`src/rtl/recover_2n_feeder.sv`:
```
// recover_2n_feeder: frame sequencer feeding the 2N-point recombination core.
// Reads X1/X2 half-spectra beat by beat from synchronous RAMs, realigns the
// returned data with its address, and counts core results to end the frame.
module recover_2n_feeder #(
    parameter int DATA_WIDTH = 27,
    parameter int NUM_BEATS  = 256,
    parameter int RD_LAT     = 2,
    parameter int ADDR_W     = 10
) (
    input  logic                        clk,
    input  logic                        rst,
    input  logic                        start,
    input  logic                        hold,
    output logic                        busy,
    output logic                        done,
    output logic                        err,
    output logic                        rd_en,
    output logic [ADDR_W-1:0]           rd_addr,
    input  logic [7:0][DATA_WIDTH-1:0]  ram_x1_r,
    input  logic [7:0][DATA_WIDTH-1:0]  ram_x1_i,
    input  logic [7:0][DATA_WIDTH-1:0]  ram_x2_r,
    input  logic [7:0][DATA_WIDTH-1:0]  ram_x2_i,
    output logic                        valid,
    output logic [3:0][DATA_WIDTH-1:0]  x1_col1_r,
    output logic [3:0][DATA_WIDTH-1:0]  x1_col1_i,
    output logic [3:0][DATA_WIDTH-1:0]  x2_col1_r,
    output logic [3:0][DATA_WIDTH-1:0]  x2_col1_i,
    output logic [3:0][DATA_WIDTH-1:0]  x1_col2_r,
    output logic [3:0][DATA_WIDTH-1:0]  x1_col2_i,
    output logic [3:0][DATA_WIDTH-1:0]  x2_col2_r,
    output logic [3:0][DATA_WIDTH-1:0]  x2_col2_i,
    output logic [10:0]                 index_col_1,
    output logic [10:0]                 index_col_2,
    input  logic                        core_ready
);

    localparam logic [1:0] S_IDLE  = 2'd0;
    localparam logic [1:0] S_ISSUE = 2'd1;
    localparam logic [1:0] S_DRAIN = 2'd2;
    localparam logic [1:0] S_FIN   = 2'd3;

    localparam logic [ADDR_W-1:0] LAST_BEAT = ADDR_W'(NUM_BEATS - 1);
    localparam logic [10:0]       BEATS     = 11'(NUM_BEATS);

    logic [1:0]                    state;
    logic [ADDR_W-1:0]             beat_cnt;
    logic [10:0]                   result_cnt;
    logic                          active;
    logic                          count_full;
    logic                          ready_ok;
    logic                          proto_err;
    logic [RD_LAT-1:0]             pipe_en;
    logic [RD_LAT-1:0][ADDR_W-1:0] pipe_addr;
    logic                          tail_en;
    logic [10:0]                   tail_index;

    assign rd_en   = (state == S_ISSUE) && !hold;
    assign rd_addr = beat_cnt;
    assign busy    = (state != S_IDLE);
    assign done    = (state == S_FIN);

    assign active     = (state == S_ISSUE) || (state == S_DRAIN);
    assign count_full = (result_cnt == BEATS);
    assign ready_ok   = core_ready && active && !count_full;
    assign proto_err  = core_ready && (!active || count_full);

    assign tail_en    = pipe_en[RD_LAT-1];
    assign tail_index = 11'({pipe_addr[RD_LAT-1], 1'b0});

    // Frame sequencing: issue reads, wait for all results, pulse done for one cycle.
    always_ff @(posedge clk) begin
        if (rst) begin
            state      <= S_IDLE;
            beat_cnt   <= '0;
            result_cnt <= '0;
        end else begin
            case (state)
                S_IDLE: begin
                    if (start) begin
                        state      <= S_ISSUE;
                        beat_cnt   <= '0;
                        result_cnt <= '0;
                    end
                end
                S_ISSUE: begin
                    if (rd_en) begin
                        beat_cnt <= beat_cnt + 1'b1;
                        if (beat_cnt == LAST_BEAT) begin
                            state <= S_DRAIN;
                        end
                    end
                end
                S_DRAIN: begin
                    if (count_full || (ready_ok && (result_cnt == BEATS - 11'd1))) begin
                        state <= S_FIN;
                    end
                end
                default: begin
                    state <= S_IDLE;
                end
            endcase
            if (ready_ok) begin
                result_cnt <= result_cnt + 11'd1;
            end
        end
    end

    // Sticky protocol error; a new error in the same cycle outranks the clear by start.
    always_ff @(posedge clk) begin
        if (rst) begin
            err <= 1'b0;
        end else if (proto_err) begin
            err <= 1'b1;
        end else if ((state == S_IDLE) && start) begin
            err <= 1'b0;
        end
    end

    // Delay line matching the RAM latency so each returning word keeps its address.
    always_ff @(posedge clk) begin
        if (rst) begin
            pipe_en   <= '0;
            pipe_addr <= '0;
        end else begin
            pipe_en[0]   <= rd_en;
            pipe_addr[0] <= rd_addr;
            for (int i = 1; i < RD_LAT; i++) begin
                pipe_en[i]   <= pipe_en[i-1];
                pipe_addr[i] <= pipe_addr[i-1];
            end
        end
    end

    // Capture RAM lanes and column indices when the aligned read arrives; otherwise hold.
    always_ff @(posedge clk) begin
        if (rst) begin
            valid       <= 1'b0;
            x1_col1_r   <= '0;
            x1_col1_i   <= '0;
            x2_col1_r   <= '0;
            x2_col1_i   <= '0;
            x1_col2_r   <= '0;
            x1_col2_i   <= '0;
            x2_col2_r   <= '0;
            x2_col2_i   <= '0;
            index_col_1 <= '0;
            index_col_2 <= '0;
        end else begin
            valid <= tail_en;
            if (tail_en) begin
                x1_col1_r   <= ram_x1_r[3:0];
                x1_col1_i   <= ram_x1_i[3:0];
                x2_col1_r   <= ram_x2_r[3:0];
                x2_col1_i   <= ram_x2_i[3:0];
                x1_col2_r   <= ram_x1_r[7:4];
                x1_col2_i   <= ram_x1_i[7:4];
                x2_col2_r   <= ram_x2_r[7:4];
                x2_col2_i   <= ram_x2_i[7:4];
                index_col_1 <= tail_index;
                index_col_2 <= tail_index | 11'd1;
            end
        end
    end

endmodule

```
`config.mk`:
```
export PLATFORM = sky130hd
export DESIGN_NAME = recover_2n_feeder
export DESIGN_NICKNAME = d
export VERILOG_FILES = /design/src/rtl/recover_2n_feeder.sv
export SDC_FILE = /design/constraint.sdc
export NUM_CORES = 1
export LEC_CHECK = 0
export CAP_MARGIN = 20
export CORE_AREA = 2 2 684 686
export CTS_CLUSTER_DIAMETER = 120
export DETAILED_ROUTE_END_ITERATION = 12
export DIE_AREA = 0 0 686 688
export GPL_TIMING_DRIVEN = 0
export SLEW_MARGIN = 10
export SYNTH_ARGS = -nofsm -noshare
export SYNTH_HDL_FRONTEND = slang
export SYNTH_SLANG_ARGS = --single-unit
```
`constraint.sdc`:
```
create_clock -name clk -period 2.61 [get_ports clk]
set_input_delay 0.783 -clock clk [delete_from_list [all_inputs] [get_ports clk]]
set_output_delay 0.783 -clock clk [all_outputs]
set_load 0.02 [all_outputs]
```
==> flow_summary.toml <==
[critical_path]
cp-start-kind = "flip-flop"
r2r-start = "pipe_en[1]$_SDFF_PP0_"
worstPathArrival_ns = 1.78
crit_type = "reg2out"
critPathBufInv = 1
rrSetupSlack_ns = 0.11
r2r_cells = 7
worstSetupEndpointType = "output pin"
crit_required_ns = 1.83
path_delay_family = "flip-flops"
crit_fanout = 3
regToRegEndpoint = "x2_col2_r[16]$_SDFFE_PP0P_"
crit_chain = "clkdlybuf4s18_2"
max_stage_delay_ns = 0.57
crit_slowest_cell = "dfxtp_1"

[yosys]
synth.largest_area_cell = "dfxtp_1"
synth_top_area_share_pct = 56.8
synth-async-reset-ratio_pct = 0
synthTopCellsByArea = "dfxtp_1 (57%), mux2i_1 (27%), nor2_1 (10%), buf_2 (1.2%), clkbuf_1 (1.2%)"
syn-num-nets = 3925
synth_edf_count = 0
avgSynthCellArea_um2 = 10.7
ys.flop_type = "dfxtp_1"
yosys_warnings = 0
synth_seq_area_share_pct = 56.8
ys_seq_elements = 922
syn_area_mm2 = 0.0325
synth.distinct_cells = 44
syn_inst = 3048

[cells_and_area]
drive_above_1_share_pct = 13.3
nNetsFinal = 5845
syn_to_final_growth_pct = 92.0
layout_common_cells = "dfxtp_1 (902), nor2_1 (883), mux2i_1 (878)"
final_common_cell = "dfxtp_1"
fillerInstances = 52800
post-route-cell-area_mm2 = 0.0624

[min_path]
whs_path_depth = 1
hold_path_class = "reg2reg"
hp-start = "pipe_addr[2]$_SDFF_PP0_"
min_to = "pipe_addr[12]$_SDFF_PP0_"

[drt]
routedWlPerCell_um = 31.8
drt_first_iter_violations = 2183
drt_drc_violations_left = 0
routed_wl_mm = 360
postRouteAntennaNets = 0
via_per_inst = 2.79
drtPass1Iterations = 5
routed-via-count = 31500

[grt]
grt_pass1_vias = 30300
antenna_found_initial = 140
grt_max_degree = 14
grt_pass1_wl_mm = 426
globalRoute.totalOverflow = 0
track_usage_pct = 14.6

[floorplanning]
die_h_um = 688
die_x_um = 686
ios = 1770
die_area_mm2 = 0.472
start_util_pct = 6.99
core.rowCount = 251
core_mm2 = 0.465

[timing]
max_freq_ghz = 0.390
finalCriticalPeriod_ns = 2.56
tightestPinTransition_ns = 0.995
finalCritPeriodShare_pct = 98.2
slew_headroom_pct = 33.6
finalHoldViolations = 0
setup_viol = 0
finalClockSkew_ns = 0.0549
maxSlewViolCount = 0
grt_setup_unrepaired = "true"

[clocking]
clk_pin_slew_ns = 0.06
cts_max_level = 4
cts_tree = "built"
cts_buffer_depth = 4
cts_sinks = 922
cts_hold_buf = 0
cts_root_buf = "clkbuf_16"
worstSkewPairLatency_ns = 0.83
numCtsBuffers = 134

[power]
internal_power_mw = 28.4
p_seq_share_pct = 37.2
power_mw = 40.3
power_frac_clock_pct = 46.9
combPwrFrac_pct = 16.0
power.share.switching_pct = 29.6
peakVddDrop_mv = 0.412
power.density_mw_per_mm2 = 645
p_sw_mw = 11.9
power.leakage_nw = 22.9

[place]
portBuffers = 1767
hpwlAfterDp_mm = 323
gp_congestion = 0.938
placed_area_mm2 = 0.0584

[flow_run]
maxCapViolCount = 0

[run_status]
outcome = "finished clean"
## routing by layer
metal  track usage (%)  wire length [um]
met5                 0               460
met1              15.7            132000
met3              9.73             55000
met4              5.82             17300
met2              22.4            155000
## power by group through the flow
stage                     Combinational [mW]  Sequential, mW  Clock (mW)
after floorplan                         1.80            15.7           0
after global placement                  6.61            15.2           0
after detailed placement                6.67            15.3           0
after CTS                               6.55            15.0        19.6
after global routing                    6.81            15.0        20.0
final                                   6.43            15.0        18.9
## stage by stage
stage               utilization, %  std cells  TNS (ns)  hold WS [ns]  setup WS (ns)
floorplan                        -       3048         0         0.414          0.625
global placement              12.5      11000  -1881.35         0.420          -4.99
detailed placement            12.6      11000   -859.15         0.423          -1.85
CTS                           13.4      11300   -0.0723         0.425        -0.0400
global route                  13.4      11300   -0.0376         0.456        -0.0214
finish                        13.4      11300         0         0.430         0.0462
## area by class of cell
type | instances | area (um^2) | share of cell area [%]
Antenna cell | 39 | 97.6 | 0.156
Buffer | 215 | 1010 | 1.62
Clock buffer | 185 | 3800 | 6.09
Clock inverter | 53 | 579 | 0.929
Inverter | 8 | 32.5 | 0.0521
Multi-Input combinational cell | 1902 | 13100 | 21.0
Sequential cell | 922 | 18500 | 29.6
Tap cell | 6198 | 7750 | 12.4
Timing Repair Buffer | 1785 | 17500 | 28.1
## timing repair
action                                 in CTS  in global routing
setup buffers                               3                  2
resized for setup                        1654                 17
pin swaps                                   1                  0
setup endpoints to repair                1565                 45
endpoints found under the hold margin       0                  0
## synthesized netlist by cell type (all sizes together), types with 2 or more instances
| library cell | n |
|---|---|
| nand4 | 5 |
| o41ai | 3 |
| or3 | 8 |
| nand2b | 7 |
| inv | 8 |
| o21ai | 5 |
| and4 | 3 |
| or4 | 2 |
| clkbuf | 101 |
| nor2b | 23 |
| xor2 | 3 |
| a311oi | 3 |
| nand3 | 18 |
| nor3 | 2 |
| ha | 8 |
| and2 | 3 |
| nand2 | 18 |
| nor2 | 883 |
| buf | 115 |
| a31oi | 5 |
| dfxtp | 922 |
| mux2i | 878 |
| a21oi | 10 |
## kinds of logic after synthesis
| logic type | share of synthesized area [%] |
|---|---|
| AO/OA/AOI/OAI | 0.747 |
| adder cells (fa/ha/maj) | 0.308 |
| other | 0.0115 |
| XOR/XNOR | 0.108 |
| flip-flops | 56.8 |
| multiplexers | 27.1 |
| AND/OR/NAND/NOR | 11.9 |
| buffers and inverters | 3.05 |
## worst reg2reg max path, stage by stage (launching register included)
cell and delay [ns]:
dfxtp_1 0.31, clkbuf_1 0.15, buf_4 0.33, buf_16 0.24
clkbuf_2 0.57, buf_2 0.45, mux2i_1 0.24, nor2_1 0.06
## worst max-delay path by stage
stage                                from  slack (ns)  cells past startpoint                         end
6_report       x1_col1_i[55]$_SDFFE_PP0P_        0.05                      1               x1_col1_i[55]
5_1_grt             state[1]$_SDFFE_PP0P_       -0.02                      4                       rd_en
4_1_cts             state[1]$_SDFFE_PP0P_       -0.04                      4                       rd_en
3_5_place_dp                          rst       -1.85                      6  x1_col2_r[17]$_SDFFE_PP0P_
3_3_place_gp                          rst       -4.99                      5   x2_col1_i[0]$_SDFFE_PP0P_
2_1_floorplan                         rst        0.62                      5  x2_col1_i[20]$_SDFFE_PP0P_
## sequential cells by signal, indices dropped and copies added (netlist names), 2 cells and up
name         flops
index_col_2     11
pipe_addr       20
pipe_en          2
rd_addr         10
result_cnt      11
state            2
x1_col1_i      108
x1_col1_r      108
x1_col2_i      108
x1_col2_r      108
x2_col1_i      108
x2_col1_r      108
x2_col2_i      108
x2_col2_r      108
Note: power is estimated with default switching activity, not from simulation.
